File: src/rtl/mips_pkg.sv
// Shared MIPS pipeline definitions: next-PC select encodings, the NOP word and the default reset PC.
package mips_pkg;

    typedef enum logic [1:0] {
        PC_SRC_SEQ    = 2'd0,
        PC_SRC_BRANCH = 2'd1,
        PC_SRC_JUMP   = 2'd2,
        PC_SRC_JR     = 2'd3
    } pc_src_e;

    localparam logic [31:0] NOP_INSTR    = 32'h0000_0000;
    localparam logic [31:0] RESET_PC_DEF = 32'h0000_0000;

endpackage

File: src/rtl/fetch_stage_if.sv
// Instruction-memory bus: the fetch stage drives the address, the memory returns the word combinationally.
interface fetch_stage_if #(
    parameter int ADDRESS_WIDTH = 32,
    parameter int INSTR_WIDTH   = 32
);
    logic [ADDRESS_WIDTH-1:0] imem_addr;
    logic [INSTR_WIDTH-1:0]   imem_instr;

    modport master (output imem_addr, input  imem_instr);
    modport slave  (input  imem_addr, output imem_instr);
endinterface

File: src/rtl/if_id_reg.sv
// IF/ID pipeline register: flush beats stall, and a flush leaves an all-zero bubble.
module if_id_reg #(
    parameter int ADDRESS_WIDTH = 32,
    parameter int INSTR_WIDTH   = 32
) (
    input  logic                     clk,
    input  logic                     rst_n,
    input  logic                     i_flush,
    input  logic                     i_stall,
    input  logic [INSTR_WIDTH-1:0]   i_instr,
    input  logic [ADDRESS_WIDTH-1:0] i_pc_plus4,
    input  logic                     i_fault,
    output logic [INSTR_WIDTH-1:0]   o_instr,
    output logic [ADDRESS_WIDTH-1:0] o_pc_plus4,
    output logic                     o_valid,
    output logic                     o_fault
);

    logic [INSTR_WIDTH-1:0]   r_instr;
    logic [ADDRESS_WIDTH-1:0] r_pc_plus4;
    logic                     r_valid;
    logic                     r_fault;

    always_ff @(posedge clk) begin
        if (!rst_n || i_flush) begin
            r_instr    <= '0;
            r_pc_plus4 <= '0;
            r_valid    <= 1'b0;
            r_fault    <= 1'b0;
        end else if (!i_stall) begin
            r_instr    <= i_instr;
            r_pc_plus4 <= i_pc_plus4;
            r_valid    <= 1'b1;
            r_fault    <= i_fault;
        end
    end

    assign o_instr    = r_instr;
    assign o_pc_plus4 = r_pc_plus4;
    assign o_valid    = r_valid;
    assign o_fault    = r_fault;

endmodule

File: src/rtl/fetch_stage.sv
// MIPS instruction-fetch stage: PC register, next-PC select, fault flagging,
// IF/ID capture and saturating fetch/flush counters.
module fetch_stage
    import mips_pkg::*;
#(
    parameter int                     ADDRESS_WIDTH = 32,
    parameter int                     INSTR_WIDTH   = 32,
    parameter logic [ADDRESS_WIDTH-1:0] RESET_PC    = ADDRESS_WIDTH'(RESET_PC_DEF),
    parameter int                     IMEM_DEPTH    = 64,
    parameter int                     CNT_WIDTH     = 16
) (
    input  logic                     clk,
    input  logic                     rst_n,
    input  logic                     stall_f,
    input  logic                     stall_d,
    input  logic                     flush_d,
    input  logic [1:0]               pc_src,
    input  logic [ADDRESS_WIDTH-1:0] branch_target,
    input  logic [ADDRESS_WIDTH-1:0] jump_target,
    input  logic [ADDRESS_WIDTH-1:0] jr_target,
    fetch_stage_if.master            imem,
    output logic [ADDRESS_WIDTH-1:0] pc_f,
    output logic [INSTR_WIDTH-1:0]   instr_d,
    output logic [ADDRESS_WIDTH-1:0] pc_plus4_d,
    output logic                     valid_d,
    output logic                     fault_d,
    output logic [CNT_WIDTH-1:0]     fetch_count,
    output logic [CNT_WIDTH-1:0]     flush_count
);

    localparam logic [ADDRESS_WIDTH-1:0] PC_MAX = ADDRESS_WIDTH'(IMEM_DEPTH * 4 - 4);

    logic [ADDRESS_WIDTH-1:0] r_pc;
    logic [ADDRESS_WIDTH-1:0] w_pc_plus4;
    logic [ADDRESS_WIDTH-1:0] w_pc_next;
    logic                     w_fault_f;
    logic [INSTR_WIDTH-1:0]   w_instr_f;
    logic                     w_capture;
    logic [CNT_WIDTH-1:0]     r_fetch_cnt;
    logic [CNT_WIDTH-1:0]     r_flush_cnt;

    assign w_pc_plus4 = r_pc + ADDRESS_WIDTH'(4);
    assign w_fault_f  = (r_pc[1:0] != 2'b00) || (r_pc > PC_MAX);
    assign w_instr_f  = w_fault_f ? INSTR_WIDTH'(NOP_INSTR) : imem.imem_instr;

    // Redirects outrank stall_f so a taken branch resolved in decode is never dropped.
    always_comb begin
        w_pc_next = w_pc_plus4;
        case (pc_src)
            PC_SRC_BRANCH: w_pc_next = branch_target;
            PC_SRC_JUMP:   w_pc_next = jump_target;
            PC_SRC_JR:     w_pc_next = jr_target;
            default:       if (stall_f) w_pc_next = r_pc;
        endcase
    end

    always_ff @(posedge clk) begin
        if (!rst_n) r_pc <= RESET_PC;
        else        r_pc <= w_pc_next;
    end

    if_id_reg #(
        .ADDRESS_WIDTH (ADDRESS_WIDTH),
        .INSTR_WIDTH   (INSTR_WIDTH)
    ) u_if_id (
        .clk        (clk),
        .rst_n      (rst_n),
        .i_flush    (flush_d),
        .i_stall    (stall_d),
        .i_instr    (w_instr_f),
        .i_pc_plus4 (w_pc_plus4),
        .i_fault    (w_fault_f),
        .o_instr    (instr_d),
        .o_pc_plus4 (pc_plus4_d),
        .o_valid    (valid_d),
        .o_fault    (fault_d)
    );

    assign w_capture = !flush_d && !stall_d;

    always_ff @(posedge clk) begin
        if (!rst_n) begin
            r_fetch_cnt <= '0;
            r_flush_cnt <= '0;
        end else begin
            if (w_capture && (r_fetch_cnt != '1))
                r_fetch_cnt <= r_fetch_cnt + CNT_WIDTH'(1);
            if (flush_d && valid_d && (r_flush_cnt != '1))
                r_flush_cnt <= r_flush_cnt + CNT_WIDTH'(1);
        end
    end

    assign imem.imem_addr = r_pc;
    assign pc_f           = r_pc;
    assign fetch_count    = r_fetch_cnt;
    assign flush_count    = r_flush_cnt;

endmodule

File: src/flat_wrapper.sv
// flat-port wrapper written by rule: the top's interface ports become plain ports
module fetch_stage_flat import mips_pkg::*;
#(
    parameter int                     ADDRESS_WIDTH = 32,
    parameter int                     INSTR_WIDTH   = 32,
    parameter logic [ADDRESS_WIDTH-1:0] RESET_PC    = ADDRESS_WIDTH'(RESET_PC_DEF),
    parameter int                     IMEM_DEPTH    = 64,
    parameter int                     CNT_WIDTH     = 16
)
  (clk, rst_n, stall_f, stall_d, flush_d, pc_src, branch_target, jump_target, jr_target, pc_f, instr_d, pc_plus4_d, valid_d, fault_d, fetch_count, flush_count, imem_imem_addr, imem_imem_instr);
  fetch_stage_if #(.ADDRESS_WIDTH(ADDRESS_WIDTH), .INSTR_WIDTH(INSTR_WIDTH)) imem_i ();
  input  logic clk;
  input  logic rst_n;
  input  logic stall_f;
  input  logic stall_d;
  input  logic flush_d;
  input  logic [1:0] pc_src;
  input  logic [ADDRESS_WIDTH-1:0] branch_target;
  input  logic [ADDRESS_WIDTH-1:0] jump_target;
  input  logic [ADDRESS_WIDTH-1:0] jr_target;
  output logic [ADDRESS_WIDTH-1:0] pc_f;
  output logic [INSTR_WIDTH-1:0] instr_d;
  output logic [ADDRESS_WIDTH-1:0] pc_plus4_d;
  output logic valid_d;
  output logic fault_d;
  output logic [CNT_WIDTH-1:0] fetch_count;
  output logic [CNT_WIDTH-1:0] flush_count;
  output wire logic [$bits(imem_i.imem_addr)-1:0] imem_imem_addr;
  input wire logic [$bits(imem_i.imem_instr)-1:0] imem_imem_instr;
  assign imem_imem_addr = imem_i.imem_addr;
  assign imem_i.imem_instr = imem_imem_instr;
  fetch_stage #(.ADDRESS_WIDTH(ADDRESS_WIDTH), .INSTR_WIDTH(INSTR_WIDTH), .RESET_PC(RESET_PC), .IMEM_DEPTH(IMEM_DEPTH), .CNT_WIDTH(CNT_WIDTH)) u_core (.clk(clk), .rst_n(rst_n), .stall_f(stall_f), .stall_d(stall_d), .flush_d(flush_d), .pc_src(pc_src), .branch_target(branch_target), .jump_target(jump_target), .jr_target(jr_target), .imem(imem_i), .pc_f(pc_f), .instr_d(instr_d), .pc_plus4_d(pc_plus4_d), .valid_d(valid_d), .fault_d(fault_d), .fetch_count(fetch_count), .flush_count(flush_count));
endmodule
File: config.mk
export PLATFORM = sky130hd
export DESIGN_NAME = fetch_stage_flat
export DESIGN_NICKNAME = d
export VERILOG_FILES = /design/src/rtl/mips_pkg.sv /design/src/rtl/fetch_stage_if.sv /design/src/rtl/if_id_reg.sv /design/src/rtl/fetch_stage.sv /design/src/flat_wrapper.sv
export SDC_FILE = /design/constraint.sdc
export NUM_CORES = 1
export LEC_CHECK = 0
export ABC_CLOCK_PERIOD_IN_PS = 1950
export BUFFER_PORTS_ARGS = -buffer_cell sky130_fd_sc_hd__buf_2
export CAP_MARGIN = 20
export CORE_MARGIN = 10
export CORE_UTILIZATION = 43
export DETAILED_ROUTE_END_ITERATION = 7
export PLACE_DENSITY = 0.74
export SLEW_MARGIN = 20
export SYNTH_ARGS = -nofsm -noshare
export SYNTH_HDL_FRONTEND = slang
export SYNTH_SLANG_ARGS = --single-unit
File: constraint.sdc
create_clock -name clk -period 1.95 [get_ports clk]
set_input_delay 0.2925 -clock clk [delete_from_list [all_inputs] [get_ports clk]]
set_output_delay 0.2925 -clock clk [all_outputs]
set_load 0.02 [all_outputs]
==> results.txt <==
Status: finished, violations left
Failing checks: design-rule violations
CP required: 2240 ps
All-layer global routing usage: 23.3%
Drt wl/cell: 19.4 um
CTS tree: done
Worst setup path class: flop to flop
Critical-path cell list: and4_1 -> or4b_4 -> or4_4 -> xor2_1 -> a21oi_1
Initial core utilization: 44.3%
Post-synth top cells: dfxtp_1, nor2_1, clkbuf_1, nand2_1, a21oi_1
Seq/Total Area, Yosys: 38.2%
Cell with the most instances after synthesis: dfxtp_1
Placed Area: 0.00887 sq mm
FF+latch count, synth: 130
Syn Nets: 960
# H-tree levels: 4
Nets: 1266
Clk Latency, worst-skew pair: 420 ps
Initial DRC count: 891
Final min period: 1910 ps
Die Area: 0.0213 sq mm
Largest net degree at the start of global routing: 56
Detailed-route DRC error count: 6
Finished Cell Area: 0.00960 sq mm
First-pass GRT wire length: 40.5 mm
Synthesis-to-layout area growth: 41.0%
CTS buffer count: 17
Post-synth EDFFs: 0
Worst slack, placed: -160 ps
Routed Antenna Nets: 0
Crit. End Element: flop
Core ar.: 0.0154 sq mm
Detailed Place HPWL: 20.1 mm
Hold Path Class: input port to flop
WP data arrival: 2200 ps
Critical path's largest stage delay: 480 ps
Sink Count: 130
Post-synth top area share: 38.2%
Grt ovf: 0
DR vias: 7628
Tightest Pin Transition: 616 ps
Gpl congestion: 0.947
Root buffer cell: clkbuf_16
Top post-synthesis cells by area: dfxtp_1, a222oi_1, nor2_1
Critical Path Fanout Max: 6
Clock Skew: 12.9 ps
Maximum capacitance violations: 0
Clk slew on worst S/H paths: 60 ps
Unique masters post-synth: 57
Slowest cell on crit path: or4b_4
Wirelength, routed: 26.1 mm
Primary FF master, synth: dfxtp_1
Drt via density: 5.67
Die H: 146 um
Vias in the first global route: 7272
I/O pins: 297
Synth warn: 0
Cell Pwr Density: 783 mW/mm^2
Top Family by Delay on Critical Path: simple AND/OR/NAND/NOR gates
Util after Layout: 62.5%
Tcrit/Tclk final: 97.9%
CTS Buffer Depth: 2
CP startpoint kind: flop
Die width: 146 um
Largest area contributor in the netlist: dfxtp_1
FMAX: 524 MHz
DRT Pass-1 Iters: 8
# rows: 45
Final hold viol count: 0
Initial antenna violation count: 1
Count of final max-slew check failures: 0
Mapped Cells: 817
Setup Viol. Count Final: 0
Crit path buf inv count: 0
Layout cells sized above 1: 41.0%
Setup ws final: 40.8 ps
LEAKAGE: 4.45 nW
Mean Syn Cell Area: 8.34 sq um
Port bufs: 296
Synth Cell Area: 0.00681 sq mm
Post-synth ARST share: 0%
Slew HR: 58.9%
VDD IR max: 0.651 mV
==> cell type report <==
type	count	area [sq um]
clock buffers	22	497
inverters	10	37.5
clock inverters	8	145
well taps	211	264
diodes	1	2.50
repair buffers	385	2210
multi-input cells	579	3810
flip-flops and latches	130	2640
fillers	1364	5770
==> what timing repair did <==
item                       in CTS  in global routing
setup buffers                   1                  1
hold buffers                    0                  0
pin swaps                       2                  1
setup endpoints to repair       5                 15
gates resized for setup         3                 12
==> stage by stage <==
stage | power, mW | TNS (ps) | std cells | hold slack, ps
2_1_floorplan | 3.59 | -188 | 817 | 437
3_3_place_gp | 4.07 | -149 | 1313 | 465
3_5_place_dp | 4.09 | -465 | 1313 | 478
4_1_cts | 7.57 | 0 | 1344 | 90.1
5_1_grt | 7.81 | -2.53 | 1346 | 98.4
6_report | 7.52 | 0 | 1346 | 108
==> sequential cells by signal (all words and copies together), names as in the netlist <==
| signal | flops |
|---|---|
| u_core.u_if_id.o_fault | 1 |
| u_core.fetch_count | 16 |
| u_core.u_if_id.o_instr | 32 |
| u_core.flush_count | 16 |
| u_core.imem.imem_addr | 32 |
| u_core.u_if_id.o_valid | 1 |
| u_core.u_if_id.o_pc_plus4 | 32 |
==> metal layers <==
metal	GRT usage [%]	part of all wire (%)
met1	29.5	42
met2	37.3	47
met3	6.27	9.0
met4	7.68	1.8
met5	0	0
==> where the power goes <==
part | internal (mW) | switching, mW
Sequential | 2.74 | 0.0733
Clock | 2.31 | 1.16
Combinational | 0.500 | 0.734
Total | 5.55 | 1.97
==> cell families after synthesis <==
family / Yosys count / synth area share [%]
AO/OA/AOI/OAI: 224 / 23.1
XOR/XNOR: 45 / 5.79
adder cells (fa/ha/maj): 8 / 1.47
buffers and inverters: 108 / 7.92
flip-flops: 130 / 38.2
multiplexers: 11 / 1.62
AND/OR/NAND/NOR: 291 / 21.9
==> worst paths after layout <==
check	to	start	slack, ps	cells past startpoint
hold reg to reg	u_core.u_if_id.o_pc_plus4[9]	u_core.u_if_id.o_pc_plus4[9]	490	2
setup / recovery	u_core.u_if_id.o_pc_plus4[25]	u_core.imem.imem_addr[8]	40	5
hold / removal	u_core.u_if_id.o_instr[11]	imem_imem_instr[11]	110	3
setup reg to reg	u_core.u_if_id.o_pc_plus4[25]	u_core.imem.imem_addr[8]	40	5
==> placed cells by master, fill, tap and decap left out, types with 18 or more instances in the layout <==
master,Yosys,routed
and3_1,19,18
o21ai_0,43,43
and2_1,22,22
xnor2_1,25,25
a22oi_1,37,37
xor2_1,20,20
buf_2,5,296
dfxtp_1,130,112
nand3_1,31,29
a21oi_1,44,43
clkbuf_16,0,19
buf_4,34,84
nand2_1,53,52
a222oi_1,29,29
nor2_1,76,75
==> worst reg2reg max path, stage by stage (launching register included) <==
cell     delay [ps]
dfxtp_4         370
and4_1          230
or4b_4          480
or4_4           470
xor2_1          160
a21oi_1          70
(Power assumes the default switching activity.)
